--- src/rtl/wb_pkg.sv ---
// Shared definitions for the writeback stage: opcode classes, load-queue entry and load data extension.
// Define WB_SIGN_EXT_EN to enable the signed-byte and halfword loads.
package wb_pkg;

    localparam int WB_DATA_W = 32;
    localparam int LQ_RD_W   = 4;

    localparam logic [4:0] OP_LOAD   = 5'b10000;
    localparam logic [4:0] OP_STORE  = 5'b10001;
    localparam logic [4:0] OP_LOADB  = 5'b10010;
    localparam logic [4:0] OP_CMP    = 5'b01010;
`ifdef WB_SIGN_EXT_EN
    localparam logic [4:0] OP_LOADSB = 5'b10011;
    localparam logic [4:0] OP_LOADH  = 5'b10100;
`endif

    typedef struct packed {
        logic [LQ_RD_W-1:0] rd;
        logic               byte_ld;
`ifdef WB_SIGN_EXT_EN
        logic               sign;
        logic               half;
`endif
    } lq_entry_t;

    function automatic logic [WB_DATA_W-1:0] ext_load(lq_entry_t e, logic [WB_DATA_W-1:0] d);
        logic [WB_DATA_W-1:0] r;
        r = d;
`ifdef WB_SIGN_EXT_EN
        if (e.half)
            r = {{(WB_DATA_W-16){1'b0}}, d[15:0]};
        else if (e.byte_ld)
            r = {{(WB_DATA_W-8){e.sign & d[7]}}, d[7:0]};
`else
        if (e.byte_ld)
            r = {{(WB_DATA_W-8){1'b0}}, d[7:0]};
`endif
        return r;
    endfunction

endpackage

--- src/rtl/wb_load_queue.sv ---
// In-order outstanding-load FIFO; every slot and its valid bit are exposed so the
// parent can build the pending-load scoreboard. DEPTH must be a power of two.
module wb_load_queue
    import wb_pkg::*;
#(
    parameter int DEPTH = 4,
    localparam int PW = $clog2(DEPTH),
    localparam int CW = PW + 1
) (
    input  logic                   clk,
    input  logic                   reset,
    input  logic                   push_i,
    input  lq_entry_t              push_entry_i,
    input  logic                   pop_i,
    output logic                   full_o,
    output logic                   empty_o,
    output logic [CW-1:0]          count_o,
    output lq_entry_t              head_o,
    output lq_entry_t [DEPTH-1:0]  entries_o,
    output logic [DEPTH-1:0]       valid_o
);

    logic [PW-1:0]          wptr_q, rptr_q;
    logic [CW-1:0]          count_q;
    lq_entry_t [DEPTH-1:0]  mem_q;
    logic [DEPTH-1:0]       vld_q;
    logic                   do_push, do_pop;

    assign full_o  = (count_q == CW'(DEPTH));
    assign empty_o = (count_q == '0);
    assign do_push = push_i && !full_o;
    assign do_pop  = pop_i && !empty_o;

    always_ff @(posedge clk or posedge reset) begin
        if (reset) begin
            wptr_q  <= '0;
            rptr_q  <= '0;
            count_q <= '0;
            mem_q   <= '0;
            vld_q   <= '0;
        end else begin
            if (do_push) begin
                mem_q[wptr_q] <= push_entry_i;
                vld_q[wptr_q] <= 1'b1;
                wptr_q        <= wptr_q + PW'(1);
            end
            if (do_pop) begin
                vld_q[rptr_q] <= 1'b0;
                rptr_q        <= rptr_q + PW'(1);
            end
            case ({do_push, do_pop})
                2'b10:   count_q <= count_q + CW'(1);
                2'b01:   count_q <= count_q - CW'(1);
                default: count_q <= count_q;
            endcase
        end
    end

    assign count_o   = count_q;
    assign head_o    = mem_q[rptr_q];
    assign entries_o = mem_q;
    assign valid_o   = vld_q;

endmodule

--- src/rtl/reg_writeback_unit.sv ---
// Writeback stage: picks ALU result or returning load data for the single register-file
// write port, tracks outstanding loads in order. WB_SIGN_EXT_EN adds LOADSB/LOADH.
module reg_writeback_unit
    import wb_pkg::*;
#(
    parameter int DATA_W     = 32,
    parameter int REG_ADDR_W = 4,
    parameter int OPC_W      = 5,
    parameter int LQ_DEPTH   = 4
) (
    input  logic                        clk,
    input  logic                        reset,
    input  logic                        in_valid,
    output logic                        in_ready,
    input  logic [OPC_W-1:0]            in_opcode,
    input  logic                        in_cond_pass,
    input  logic [REG_ADDR_W-1:0]       in_rd,
    input  logic [DATA_W-1:0]           in_alu_result,
    input  logic                        mem_rvalid,
    input  logic [DATA_W-1:0]           mem_rdata,
    output logic                        rf_we,
    output logic [REG_ADDR_W-1:0]       rf_waddr,
    output logic [DATA_W-1:0]           rf_wdata,
    output logic [2**REG_ADDR_W-1:0]    load_pending,
    output logic [$clog2(LQ_DEPTH):0]   lq_count,
    output logic                        proto_err
);

    lq_entry_t                lq_push_ent, lq_head;
    lq_entry_t [LQ_DEPTH-1:0] lq_ent;
    logic [LQ_DEPTH-1:0]      lq_vld;
    logic                     lq_full, lq_empty;
    logic                     accept, is_load, no_write, push, pop, alu_wr;

    logic                     rf_we_q, rf_we_d;
    logic [REG_ADDR_W-1:0]    rf_waddr_q, rf_waddr_d;
    logic [DATA_W-1:0]        rf_wdata_q, rf_wdata_d;
    logic                     proto_err_q, proto_err_d;

    // Memory return owns the write port, so a return stalls issue for that cycle.
    assign in_ready = !mem_rvalid && !lq_full;
    assign accept   = in_valid && in_ready;

    always_comb begin
        is_load     = 1'b0;
        lq_push_ent = '0;
        lq_push_ent.rd = LQ_RD_W'(in_rd);
        case (in_opcode)
            OP_LOAD:   is_load = 1'b1;
            OP_LOADB:  begin is_load = 1'b1; lq_push_ent.byte_ld = 1'b1; end
`ifdef WB_SIGN_EXT_EN
            OP_LOADSB: begin is_load = 1'b1; lq_push_ent.byte_ld = 1'b1; lq_push_ent.sign = 1'b1; end
            OP_LOADH:  begin is_load = 1'b1; lq_push_ent.half = 1'b1; end
`endif
            default:   is_load = 1'b0;
        endcase
    end

    assign no_write = (in_opcode == OP_STORE) || (in_opcode == OP_CMP);
    assign push     = accept && in_cond_pass && is_load;
    assign alu_wr   = accept && in_cond_pass && !is_load && !no_write;
    assign pop      = mem_rvalid && !lq_empty;

    wb_load_queue #(.DEPTH(LQ_DEPTH)) u_lq (
        .clk          (clk),
        .reset        (reset),
        .push_i       (push),
        .push_entry_i (lq_push_ent),
        .pop_i        (pop),
        .full_o       (lq_full),
        .empty_o      (lq_empty),
        .count_o      (lq_count),
        .head_o       (lq_head),
        .entries_o    (lq_ent),
        .valid_o      (lq_vld)
    );

    always_comb begin
        rf_we_d     = 1'b0;
        rf_waddr_d  = rf_waddr_q;
        rf_wdata_d  = rf_wdata_q;
        proto_err_d = proto_err_q | (mem_rvalid && lq_empty);
        if (pop) begin
            rf_we_d    = 1'b1;
            rf_waddr_d = REG_ADDR_W'(lq_head.rd);
            rf_wdata_d = DATA_W'(ext_load(lq_head, WB_DATA_W'(mem_rdata)));
        end else if (alu_wr) begin
            rf_we_d    = 1'b1;
            rf_waddr_d = in_rd;
            rf_wdata_d = in_alu_result;
        end
    end

    always_ff @(posedge clk or posedge reset) begin
        if (reset) begin
            rf_we_q     <= 1'b0;
            rf_waddr_q  <= '0;
            rf_wdata_q  <= '0;
            proto_err_q <= 1'b0;
        end else begin
            rf_we_q     <= rf_we_d;
            rf_waddr_q  <= rf_waddr_d;
            rf_wdata_q  <= rf_wdata_d;
            proto_err_q <= proto_err_d;
        end
    end

    always_comb begin
        load_pending = '0;
        for (int i = 0; i < LQ_DEPTH; i++)
            if (lq_vld[i]) load_pending[lq_ent[i].rd] = 1'b1;
    end

    assign rf_we     = rf_we_q;
    assign rf_waddr  = rf_waddr_q;
    assign rf_wdata  = rf_wdata_q;
    assign proto_err = proto_err_q;

endmodule

--- config.mk ---
export PLATFORM = sky130hd
export DESIGN_NAME = reg_writeback_unit
export DESIGN_NICKNAME = d
export VERILOG_FILES = /design/src/rtl/wb_pkg.sv /design/src/rtl/wb_load_queue.sv /design/src/rtl/reg_writeback_unit.sv
export SDC_FILE = /design/constraint.sdc
export NUM_CORES = 1
export LEC_CHECK = 0
export CAP_MARGIN = 20
export CORE_UTILIZATION = 35
export DETAILED_ROUTE_END_ITERATION = 8
export PLACE_DENSITY_LB_ADDON = 0.25
export SKIP_LAST_GASP = 1
export SYNTH_ARGS = -nofsm -noshare
export SYNTH_HDL_FRONTEND = slang
export SYNTH_SLANG_ARGS = --single-unit
--- constraint.sdc ---
create_clock -name clk -period 4.4 [get_ports clk]
set_clock_uncertainty 0.1 [all_clocks]
set_input_delay 1.32 -clock clk [delete_from_list [all_inputs] [get_ports clk]]
set_output_delay 1.32 -clock clk [all_outputs]
set_load 0.02 [all_outputs]
After elaboration in Yosys (flattened, before gate mapping)

Index checks and enable logic that the tools add are counted.

Add/sub/neg operators: 4
Multiply operators: 0
Divide/modulo/power cells: 0
$lt $le $gt $ge: 12
Eq/ne operators: 7
Shifts and indexed selects: 0
Multiplexer cells: 33
Bitwise operators: 7
Reduce and logical (&&, ||, !) cells: 26

Operators by type and width:

| cell                                                                                | number |
|---|---|
| 32-bit 2-to-1 mux                                                                   | 3 |
| 16-bit 2-to-1 mux                                                                   | 4 |
| 16-bit OR                                                                           | 3 |
| 20-bit bitwise mux                                                                  | 1 |
| 4-bit by 5-bit less-than comparator with 1-bit output, second input constant        | 4 |
| 1-bit demux with 4-bit select                                                       | 4 |
| 4-bit by 1-bit greater-or-equal comparator with 1-bit output, second input constant | 4 |
| 1-bit logical AND                                                                   | 16 |
| 4-bit 2-to-1 mux                                                                    | 4 |
| 5-bit == test, second input constant                                                | 3 |
| 5-bit binary-select mux with 2-bit select                                           | 1 |
| 5-bit demux with 2-bit select                                                       | 1 |
| 1-bit 2-to-1 mux                                                                    | 10 |
| 5-bit 2-to-1 mux                                                                    | 2 |
| 2-bit by 3-bit less-than comparator with 1-bit output, second input constant        | 2 |
| 3-bit one-hot mux with 2 select lines                                               | 1 |
| 5-bit by 4-bit == test with 1-bit output, second input constant                     | 1 |
| 1-bit zero test                                                                     | 5 |
| 2-bit by 1-bit adder with 2-bit output, second input constant                       | 2 |
| 4-bit AND                                                                           | 1 |
| 1-bit demux with 2-bit select                                                       | 2 |
| 2-bit by 1-bit greater-or-equal comparator with 1-bit output, second input constant | 2 |
| 4-bit NOT                                                                           | 1 |
| 4-bit OR                                                                            | 1 |
| 10 further kinds                                                                    | 11 |

Register bits: 69
Bits in latches: 0
RAM bits: 0
ROM bits: 0
Input port bits: 78
Logic and storage cells: 105
Memories kept: 0

Logic depth before layout (Yosys ltp)

Gate-level depths: netlist (run 1).

Word-level depth: 11
Gate-level depth with buffers: 9
Gate-level depth less buffers: 9

Modules after synthesis

Synthesis (run 1) repeated with hierarchy kept, for this count alone.

Cell total of the unflattened synthesis: 387
Area, all modules: 4010.1 um^2

Modules (own cells, without submodules):

| module             | times used | cells an instance | area an instance (um^2) | seq. area each (um^2) |
|---|---|---|---|---|
| reg_writeback_unit | 1          | 285               | 2538.7                  | 950.9 |
| wb_load_queue      | 1          | 102               | 1471.4                  | 775.7 |

Worst setup path before layout (run 1)

OpenSTA, ideal clock, no wires.

Path type: input to register
Start: input port in_opcode[0]
End: register u_lq.count_q[2], in the netlist u_lq.count_o[2]
Data arrival time: 3.017 ns
Data required time: 4.163 ns
Setup slack: 1.146 ns
Stages: 9
Path buffers: 0
Path through: or4b_1 a211oi_4 inv_1 ha_1 inv_1 fa_1 xor2_1 nor2_1 xor2_1

Word-level cells in the longest chain between the ends: 7

RTL lines:

| element                                                                            | RTL line                 | RTL |
|---|---|---|
| start: declaration                                                                 | reg_writeback_unit.sv:15 | `input logic [OPC_W-1:0] in_opcode,` |
| 5-bit == test                                                                      | reg_writeback_unit.sv:48 | `case (in_opcode)` |
| 2-bit OR reduction (no source line) *                                              | --                       |  |
| 1-bit 2-to-1 mux *                                                                 | reg_writeback_unit.sv:48 |  |
| 1-bit logical AND *                                                                | reg_writeback_unit.sv:60 | `assign push = accept && in_cond_pass && is_load;` |
| 1-bit logical AND *                                                                | wb_load_queue.sv:31      | `assign do_push = push_i && !full_o;` |
| 2-bit by 1-bit == test with 1-bit output / 2-bit == test (equally long branches)   | wb_load_queue.sv:51      | `case ({do_push, do_pop})` |
| 3-bit one-hot mux with 2 select lines / 2-bit nonzero test (equally long branches) | --                       |  |
| end signal: assignment                                                             | wb_load_queue.sv:52      | `2'b10: count_q <= count_q + CW'(1);` |
| end signal: assignment                                                             | wb_load_queue.sv:53      | `2'b01: count_q <= count_q - CW'(1);` |
| end signal: assignment                                                             | wb_load_queue.sv:54      | `default: count_q <= count_q;` |
| end: declaration                                                                   | wb_load_queue.sv:24      | `logic [CW-1:0] count_q;` |

Every way passes the cells marked *; elsewhere a longest branch is shown, timed or not.
A chain may end at the register's enable or synchronous reset.

Worst setup path after layout (run 1)

Start: input port mem_rvalid
End: output port in_ready

Word-level cells in the longest chain between the ends: 2

RTL lines:

| element            | RTL line                 | RTL |
|---|---|---|
| start: declaration | reg_writeback_unit.sv:19 | `input logic mem_rvalid,` |
| 1-bit zero test    | reg_writeback_unit.sv:41 | `assign in_ready = !mem_rvalid && !lq_full;` |
| 1-bit logical AND  | reg_writeback_unit.sv:41 |  |
| end: declaration   | reg_writeback_unit.sv:14 | `output logic in_ready,` |

Every way passes these cells.

==> impl_metrics.env, run 1 <==
export IMPL_clockRootBuffer="clkbuf_16"
export IMPL_antenna_cells=0
export IMPL_num_vias=3368
export IMPL_yosys_most_used_dff="dfrtp_1"
export IMPL_fin_setup_tns_ns=0
export IMPL_p_switching_mw=1.052
export IMPL_drc=0
export IMPL_cts_tree="built"
export IMPL_slowest_stage="clkdlybuf4s50_1"
export IMPL_place_detailed_hpwl_mm=7.775
export IMPL_p_clk_share_pct=25.2
export IMPL_synthCells=356
export IMPL_vdd_drop_max_mv=0.4616
export IMPL_r2r_slack_ns=2.03
export IMPL_antenna_left=0
export IMPL_synth_net_count=444
export IMPL_finalCritPeriodShare_pct=92.55
export IMPL_area_delta_synth_final_pct=45.31
export IMPL_clock_fmax_mhz=245.6
export IMPL_avgSynthCellArea_um2=11.31
export IMPL_path_cells="clkdlybuf4s50_1 -> a21oi_1 -> clkdlybuf4s50_1"
export IMPL_drive_above_1_share_pct=24.64
export IMPL_endpoint_kind="primary output"
export IMPL_post_cts_buffers=0
export IMPL_multi_input_area_mm2=0.002176
export IMPL_final_cell_mix="clkdlybuf4s50_1 (135), dfrtp_1 (69), mux2_2 (68)"
export IMPL_yosysWarnings=0
export IMPL_yosys_top_cells_area="dfrtp_1 (43%), mux2_2 (19%), a31o_2 (5.2%)"
export IMPL_cts_resized=0
export IMPL_tightest_slew_ns=0.8936
export IMPL_first_iter_violations=139
export IMPL_worst_path_buf_inv=2
export IMPL_die_y_um=109.3
export IMPL_hold_path_end="proto_err"
export IMPL_io_buffers=135
export IMPL_p_per_area_mw_per_mm2=529.2
export IMPL_cp_common_cell="clkdlybuf4s50_1"
export IMPL_netlist_area_mm2=0.004026
export IMPL_status="complete, no violations"
export IMPL_finalNetCount=574
export IMPL_grt_pass1_wl_mm=16.78
export IMPL_synth_top_area_share_pct=42.88
export IMPL_arrival_ns=2.65
export IMPL_ys_seq_area_share_pct=42.88
export IMPL_hp_class="flop to flop"
export IMPL_final_common_cell="clkdlybuf4s50_1"
export IMPL_hold_start="proto_err"
export IMPL_dpl_cell_area_mm2=0.005524
export IMPL_start_kind="input pin"
export IMPL_grt_usage_pct=18.55
export IMPL_r2r_end="u_lq.count_o[2]"
export IMPL_slowest_delay_ns=0.64
export IMPL_leakage_nw=2.420
export IMPL_setup_violations_final=0
export IMPL_cts_hold_buffers=0
export IMPL_viasPerCell=5.338
export IMPL_core_area_mm2=0.01103
export IMPL_finalWorstPathRequiredPeriod_ns=4.072
export IMPL_io_pin_count=136
export IMPL_final_cell_area_mm2=0.005851
export IMPL_cts_buffer_depth=2
export IMPL_seqPwrFrac_pct=33.1
export IMPL_routabilityCongestion=0.8493
export IMPL_cts_max_level=3
export IMPL_wl_per_cell_um=17.14
export IMPL_die_w_um=109.3
export IMPL_register_area_mm2=0.001727
export IMPL_path_max_fanout=4
export IMPL_swShare_pct=33.98
export IMPL_path_delay_family="buffers and inverters"
export IMPL_clk_latency_ns=0.32
export IMPL_critPathKind="input pin to primary output"
export IMPL_rsz0062_at_grt="false"
export IMPL_ff2ff_path_depth=9
export IMPL_overflow=0
export IMPL_ys_ff_latch=69
export IMPL_num_rows=38
export IMPL_grt_max_degree=38
export IMPL_antenna_found_initial=0
export IMPL_drt_pass1_iter_count=4
export IMPL_die_area_mm2=0.01194
export IMPL_hold_violations=0
export IMPL_numCtsBuffers=9
export IMPL_slew_headroom_pct=40.43
export IMPL_comb_power_share_pct=41.8
export IMPL_synth_distinct_cells=40
export IMPL_grt_pass1_vias=3356
export IMPL_clk_pin_slew_ns=0.05
export IMPL_min_path_cells=1
export IMPL_start_util_pct=36.50
export IMPL_cts_sinks=69
export IMPL_fill_cells=986
export IMPL_internal_power_mw=2.044
export IMPL_cp_data_required_time_ns=2.98
export IMPL_maxCapViolations=0
export IMPL_ys_async_sr_fraction_pct=100.0
export IMPL_yosys_area_top_type="dfrtp_1"
export IMPL_routed_wirelength_mm=10.82
export IMPL_synth_edf_count=0
export IMPL_maxSlewViolCount=0
export IMPL_r2r_start="u_lq.count_o[2]"
[synth_stat cells (5+ instances only)]
master	n
nand2b_1	9
ha_1	9
and2_1	25
nor3_1	6
buf_2	6
nand3b_1	5
nor2_1	10
o221ai_1	5
a221o_1	7
inv_1	16
nand2_1	14
mux2_2	68
clkbuf_1	13
nor2b_1	7
a22oi_1	7
dfrtp_1	69
a31o_2	24
o22ai_1	7
[power by group through the flow]
stage                     Sequential (mW)  Combinational [mW]  Clock (mW)
final                                1.02                1.29       0.779
after global routing                 1.06                1.38       0.831
after CTS                            1.03                1.31       0.801
after detailed placement             1.03                1.30           0
after global placement               1.02                1.29           0
after floorplan                      1.18               0.570           0
[routing by layer]
layer,track usage [%],up-vias,share of wire [%],wire length (µm)
met1,23.72,1649,43,4633
met5,0,-,0,0
met2,29.38,138,48,5162
met3,5.738,10,8.3,894
met4,6.952,0,1.2,126
li1,-,1571,-,-
[sequential cells by signal (all words and copies together) (netlist names)]
name            count
rf_waddr            4
u_lq.wptr_q         2
u_lq.count_o        3
rf_we               1
u_lq.entries_o     20
u_lq.rptr_q         2
u_lq.valid_o        4
rf_wdata           32
proto_err           1
[per-stage QoR]
stage | setup WS, ns | total power, mW | utilization, % | instances | hold slack [ns]
finish | 0.3278 | 3.096 | 53.04 | 631 | 0.3679
global route | 0.2553 | 3.274 | 53.04 | 631 | 0.4012
CTS | 0.3238 | 3.137 | 53.04 | 631 | 0.3684
detailed placement | 0.3392 | 2.332 | 50.08 | 615 | 0.3530
global placement | 0.3559 | 2.309 | 50.08 | 615 | 0.3685
floorplan | 1.146 | 1.747 | - | 356 | 0.3787
[worst max path at each step]
stage	cells past startpoint	start	endpoint	slack, ns
2_1_floorplan	9	in_opcode[0]	u_lq.count_o[2]	1.15
3_3_place_gp	3	mem_rvalid	in_ready	0.36
3_5_place_dp	3	mem_rvalid	in_ready	0.34
4_1_cts	3	mem_rvalid	in_ready	0.32
5_1_grt	3	mem_rvalid	in_ready	0.26
6_report	3	mem_rvalid	in_ready	0.33
[cell families after synthesis]
logic type	Yosys count	synth area share, %
AOI/OAI and AO/OA	68	14.05
and+or+nand+nor	93	12.96
adders and majority gates	10	3.294
buffers and inverters	35	3.450
xor gates and xnor gates	5	1.088
muxes	76	22.28
DFF	69	42.88
[layout make-up]
cell class | instances | share of cell area, %
Multi-Input combinational cell | 252 | 37.19
Clock inverter | 5 | 1.433
Inverter | 16 | 1.027
Tap cell | 140 | 2.994
Clock buffer | 11 | 4.149
Sequential cell | 69 | 29.51
Timing Repair Buffer | 138 | 23.70
No activity file was read; power rests on OpenSTA's default activity.
==> run 2: changes to the inputs <==
--- a/config.mk
+++ b/config.mk
@@ -6,7 +6,10 @@
 export NUM_CORES = 1
 export LEC_CHECK = 0
 export CAP_MARGIN = 20
-export CORE_UTILIZATION = 35
+export CELL_PAD_IN_SITES_DETAIL_PLACEMENT = 0
+export CELL_PAD_IN_SITES_GLOBAL_PLACEMENT = 1
+export CORE_MARGIN = 2
+export CORE_UTILIZATION = 38
 export DETAILED_ROUTE_END_ITERATION = 8
 export PLACE_DENSITY_LB_ADDON = 0.25
 export SKIP_LAST_GASP = 1
==> run 2 against run 1 <==
Global-route usage grew 0.77 points. Via count is 1.3% lower. Sequential power about the same. Core utilization increased by 2.6 points.
==> impl_metrics.env, run 2 (synthesis gave the netlist of run 1 again) <==
export IMPL_hold_violations=0
export IMPL_maxCapViolations=0
export IMPL_start_kind="input pin"
export IMPL_clockRootBuffer="clkbuf_8"
export IMPL_vdd_drop_max_mv=0.4202
export IMPL_antenna_cells=0
export IMPL_clk_latency_ns=0.34
export IMPL_cts_tree="built"
export IMPL_slowest_stage="clkdlybuf4s50_1"
export IMPL_cp_common_cell="clkdlybuf4s50_1"
export IMPL_die_w_um=106.9
export IMPL_hp_class="flop to flop"
export IMPL_core_area_mm2=0.01032
export IMPL_finalWorstPathRequiredPeriod_ns=4.085
export IMPL_finalCritPeriodShare_pct=92.83
export IMPL_post_cts_buffers=0
export IMPL_critPathKind="input pin to primary output"
export IMPL_largest_reg_flops=32
export IMPL_wl_per_cell_um=17.31
export IMPL_cts_buffer_depth=2
export IMPL_area_delta_synth_final_pct=42.64
export IMPL_io_pin_count=136
export IMPL_slew_headroom_pct=44.18
export IMPL_clk_pin_slew_ns=0.08
export IMPL_final_cell_mix="clkdlybuf4s50_1 (135), dfrtp_1 (69), mux2_2 (68)"
export IMPL_grt_most_used_layer="met2"
export IMPL_antenna_found_initial=0
export IMPL_cp_data_required_time_ns=2.98
export IMPL_finalNetCount=574
export IMPL_start_util_pct=39.00
export IMPL_multi_input_area_mm2=0.002176
export IMPL_setup_violations_final=0
export IMPL_routabilityCongestion=0.9097
export IMPL_num_rows=37
export IMPL_slowest_delay_ns=0.64
export IMPL_antenna_left=0
export IMPL_grt_pass1_vias=3363
export IMPL_fin_setup_tns_ns=0
export IMPL_die_area_mm2=0.01144
export IMPL_first_iter_violations=148
export IMPL_status="complete, no violations"
export IMPL_cts_sinks=69
export IMPL_tightest_slew_ns=0.8372
export IMPL_place_detailed_hpwl_mm=8.052
export IMPL_cts_max_level=3
export IMPL_routed_wirelength_mm=10.85
export IMPL_use_met2_pct=31.39
export IMPL_drt_pass1_iter_count=4
export IMPL_finalPower_mw=2.892
export IMPL_fill_cells=923
export IMPL_rsz0062_at_grt="false"
export IMPL_grt_usage_pct=19.32
export IMPL_io_buffers=135
export IMPL_use_met1_pct=25.14
export IMPL_drc=0
export IMPL_die_y_um=106.9
export IMPL_path_cells="clkdlybuf4s50_1 -> a21oi_1 -> clkdlybuf4s50_1"
export IMPL_maxSlewViolCount=0
export IMPL_numCtsBuffers=9
export IMPL_path_max_fanout=4
export IMPL_clock_fmax_mhz=244.8
export IMPL_overflow=0
export IMPL_viasPerCell=5.303
export IMPL_gr_usage_met3_pct=4.377
export IMPL_register_area_mm2=0.001727
export IMPL_cts_resized=0
export IMPL_p_per_area_mw_per_mm2=503.5
export IMPL_leakage_nw=2.380
export IMPL_cts_hold_buffers=0
export IMPL_num_vias=3325
export IMPL_grt_max_degree=38
export IMPL_grt_pass1_wl_mm=17.32
export IMPL_drive_above_1_share_pct=24.85
export IMPL_endpoint_kind="primary output"
export IMPL_final_common_cell="clkdlybuf4s50_1"
export IMPL_arrival_ns=2.66
-- run 2: final cells by class --
| cell class | instances | share of cell area, % |
|---|---|---|
| clock buffers | 10 | 2.397 |
| clock inverters | 6 | 1.503 |
| flip-flops and latches | 69 | 30.07 |
| repair buffers | 138 | 24.14 |
| inverters | 16 | 1.046 |
| multi-input cells | 252 | 37.89 |
| well taps | 136 | 2.963 |
-- run 2: worst paths after layout --
path	start	end	slack [ns]	cells after the start
max	mem_rvalid	in_ready	0.32	3
min	proto_err	proto_err	0.37	1
max reg2reg	u_lq.count_o[2]	rf_wdata[26]	2.08	4
min reg2reg	proto_err	proto_err	0.37	1
max in group asynchronous	reset	u_lq.wptr_q[1]	2.20	3
min in group asynchronous	reset	rf_wdata[5]	1.31	2
-- run 2: per-layer routing --
metal | wire [µm] | vias up
met3 | 638 | 16
li1 | - | 1576
met2 | 5296 | 102
met4 | 213 | 0
met1 | 4705 | 1631
met5 | 0 | -
-- run 2: report_power, final --
| group | internal (mW) | total [mW] | switching (mW) |
|---|---|---|---|
| combinational | 0.693 | 1.29 | 0.601 |
| clock | 0.334 | 0.577 | 0.244 |
| sequential | 0.836 | 1.02 | 0.185 |
-- run 2: critical path, delay by kind of cell --
| kind | cells | cell delay, ns |
|---|---|---|
| compound gates | 1 | 0.21 |
| buf+inv | 2 | 1.14 |
-- run 2: metrics by stage --
| stage | utilization (%) | hold WS (ns) | std cells | cell area (µm²) | worst slack [ns] |
|---|---|---|---|---|---|
| 3_3_place_gp | 53.46 | 0.3549 | 611 | 5519 | 0.3317 |
| 2_1_floorplan | - | 0.3787 | 356 | 4026 | 1.146 |
| 3_5_place_dp | 53.46 | 0.3463 | 611 | 5519 | 0.3339 |
| 5_1_grt | 55.63 | 0.3905 | 627 | 5743 | 0.2404 |
| 4_1_cts | 55.63 | 0.3693 | 627 | 5743 | 0.3194 |
| 6_report | 55.63 | 0.3726 | 627 | 5743 | 0.3153 |
==> patch: new RTL, flow settings as in run 2 <==
`rf_wdata_q` no longer has a reset.
--- a/src/rtl/reg_writeback_unit.sv
+++ b/src/rtl/reg_writeback_unit.sv
@@ -95,14 +95,16 @@
         if (reset) begin
             rf_we_q     <= 1'b0;
             rf_waddr_q  <= '0;
-            rf_wdata_q  <= '0;
             proto_err_q <= 1'b0;
         end else begin
             rf_we_q     <= rf_we_d;
             rf_waddr_q  <= rf_waddr_d;
-            rf_wdata_q  <= rf_wdata_d;
             proto_err_q <= proto_err_d;
         end
+    end
+
+    always_ff @(posedge clk) begin
+        rf_wdata_q <= rf_wdata_d;
     end
 
     always_comb begin
Behaviour: not the same (a bounded check fails within 4 cycles, from zero or initial values and one cycle with reset high).
==> patch against run 2 <==
Worst setup slack better by 180 ps. Final area down 5.8%. Final cell count up 1.6%. Sequential cell count unchanged. Sequential power down 6%. Power down 22%. Area after synthesis down 6.2%. Routed wire length down 8.5%. Non-clock buffer count up 1. Die area down 6.0%. Combinational power down 34%. Critical path type unchanged. Largest cell class is now flip-flops and latches. Highest routed layer unchanged.
==> patch: results (changes against run 2) <==
Grt ovf = 0 (unchanged)
Multi-input gates = 268 (was 252)
DRT iter0 DRCs = 195 (was 148)
M2 GR Usage = 0.3259 (was 0.3139)
Post-synth top cells = nand2_1, dfrtp_1, nand3_1, edfxtp_1, clkbuf_1 (was dfrtp_1, mux2_2, and2_1, a31o_2, inv_1)
Max-Slew Margin vs Limit = 0.4626 (was 0.4418)
GRT met3 Usage = 0.05412 (was 0.04377)
Vias in the first global route = 3305 (was 3363)
Dpl cell area = 5239 um^2 (was 5519 um^2)
Most used DFF post-synth = dfrtp_1 (unchanged)
R2R Path Start = u_lq.count_o[2]$_DFFE_PP0P_ (unchanged)
Area of the multi-input gates = 1759 um^2 (was 2176 um^2)
Clock network share of area = 0.03191 (was 0.03900)
Root Driver = clkbuf_8 (unchanged)
Layout net count = 587 (was 574)
Synth async-reset ratio = 0.5362 (was 1.000)
DR WL/cell = 15.59 um (was 17.31 um)
Global Route Usage Sum = 0.1937 (was 0.1932)
Reg2Reg Setup Slack = 2030 ps (was 2080 ps)
# diodes = 0 (unchanged)
Worst hold start = proto_err$_DFF_PP0_ (unchanged)
Share of the yosys chip area belonging to registers = 0.4997 (was 0.4288)
Critical Path AT = 2490 ps (was 2660 ps)
Clock buffers = 14 (was 10)
Peak VDD IR = 0.2957 mV (was 0.4202 mV)
GR Util met1 = 0.2364 (was 0.2514)
Met2 WL post-DR = 4899 um (was 5296 um)
Endpoint, Worst Hold = proto_err$_DFF_PP0_ (unchanged)
P&R area growth vs syn = 43.31% (was 42.64%)
Clock Latency Late Sink = 340 ps (about the same)
Largest cells by area after synthesis = edfxtp_1, dfrtp_1, nand2_1, nand3_1, mux2_2 (was dfrtp_1, mux2_2, a31o_2, and2_1, ha_1)
Cell internal pwr = 1.484 mW (was 1.862 mW)
Gpl congestion = 0.8402 (was 0.9097)
Initial antenna violation count = 0 (unchanged)
RR Endpoint = rf_wdata[3]$_DFFE_PP_ (was rf_wdata[26]$_DFFE_PP0P_)
Storage element area = 1887 um^2 (was 1727 um^2)
Max FFs per register = 32 (unchanged)
Hold path depth = 1 (unchanged)
First-pass GRT wire length = 16500 um (was 17320 um)
Share of cells above drive strength 1 = 0.09722 (was 0.2485)
Leak = 2.277 nW (was 2.380 nW)
Syn_nets = 456 (was 444)
EDFF count, synth = 32 (was 0)
Dpl hpwl = 7302 um (was 8052 um)
Fillers = 909 (was 923)
Count of different cell masters after synthesis = 45 (was 40)
Data buffer area share = 0.2553 (was 0.2414)
Plain + repair buffers = 139 (was 138)
Met3 wire length = 641 um (was 638 um)
Inverters = 12 (was 16)
Via density = 5.078 (was 5.303)
Port Buf Inserts = 135 (unchanged)
Seq area share = 0.3487 (was 0.3007)
Clock transition at path regs = 60 ps (was 80 ps)
Status = finished, final reports clean (unchanged)
Routed metal-1 wirelength = 4208 um (was 4705 um)
## patch: cell types whose count changed in the layout (fill, tap and decap cells not counted), sizes merged, moves of 6 or more
cell,change
a31o,-24
nand2,+83
mux2,-48
a21oi,+8
a22oi,-6
dfrtp,-32
edfxtp,+32
nand3,+31
and2,-23
## patch: cells by family after synthesis
| family | synth area share |
|---|---|
| simple gates | 0.2256 |
| flops | 0.4997 |
| compound gates | 0.09112 |
| buf+inv | 0.03446 |
| mux | 0.1024 |
| fa+ha+maj | 0.03512 |
| xor+xnor | 0.01160 |
## patch: stage by stage
step,cells,hold WS [ps],setup WS (ps)
after floorplan,368,378.7,1239
final,637,366.3,491.7
after global placement,621,368.0,486.9
after detailed placement,621,360.3,494.9
after global routing,637,408.4,454.0
after CTS,637,378.3,481.0
## patch: critical path, stage by stage
cell             delay [ps]
clkdlybuf4s50_1         450
nor2_1                  120
clkdlybuf4s50_1         600
## patch: power by group through the flow
| stage | logic [mW] | clock network (mW) | registers (mW) |
|---|---|---|---|
| after floorplan | 0.383 | 0 | 1.06 |
| after global placement | 0.846 | 0 | 0.968 |
| after detailed placement | 0.856 | 0 | 0.973 |
| after CTS | 0.860 | 0.476 | 0.961 |
| after global routing | 0.928 | 0.508 | 0.980 |
| final | 0.849 | 0.459 | 0.958 |
## patch: how the worst max path moves through the flow
stage                                               from         endpoint  cells after the start
final                                         mem_rvalid         in_ready                      3
after global routing                          mem_rvalid         in_ready                      3
after CTS                                     mem_rvalid         in_ready                      3
after detailed placement                      mem_rvalid         in_ready                      3
after global placement                        mem_rvalid         in_ready                      3
after floorplan           u_lq.entries_o[12]$_DFFE_PP0P_  load_pending[0]                      2
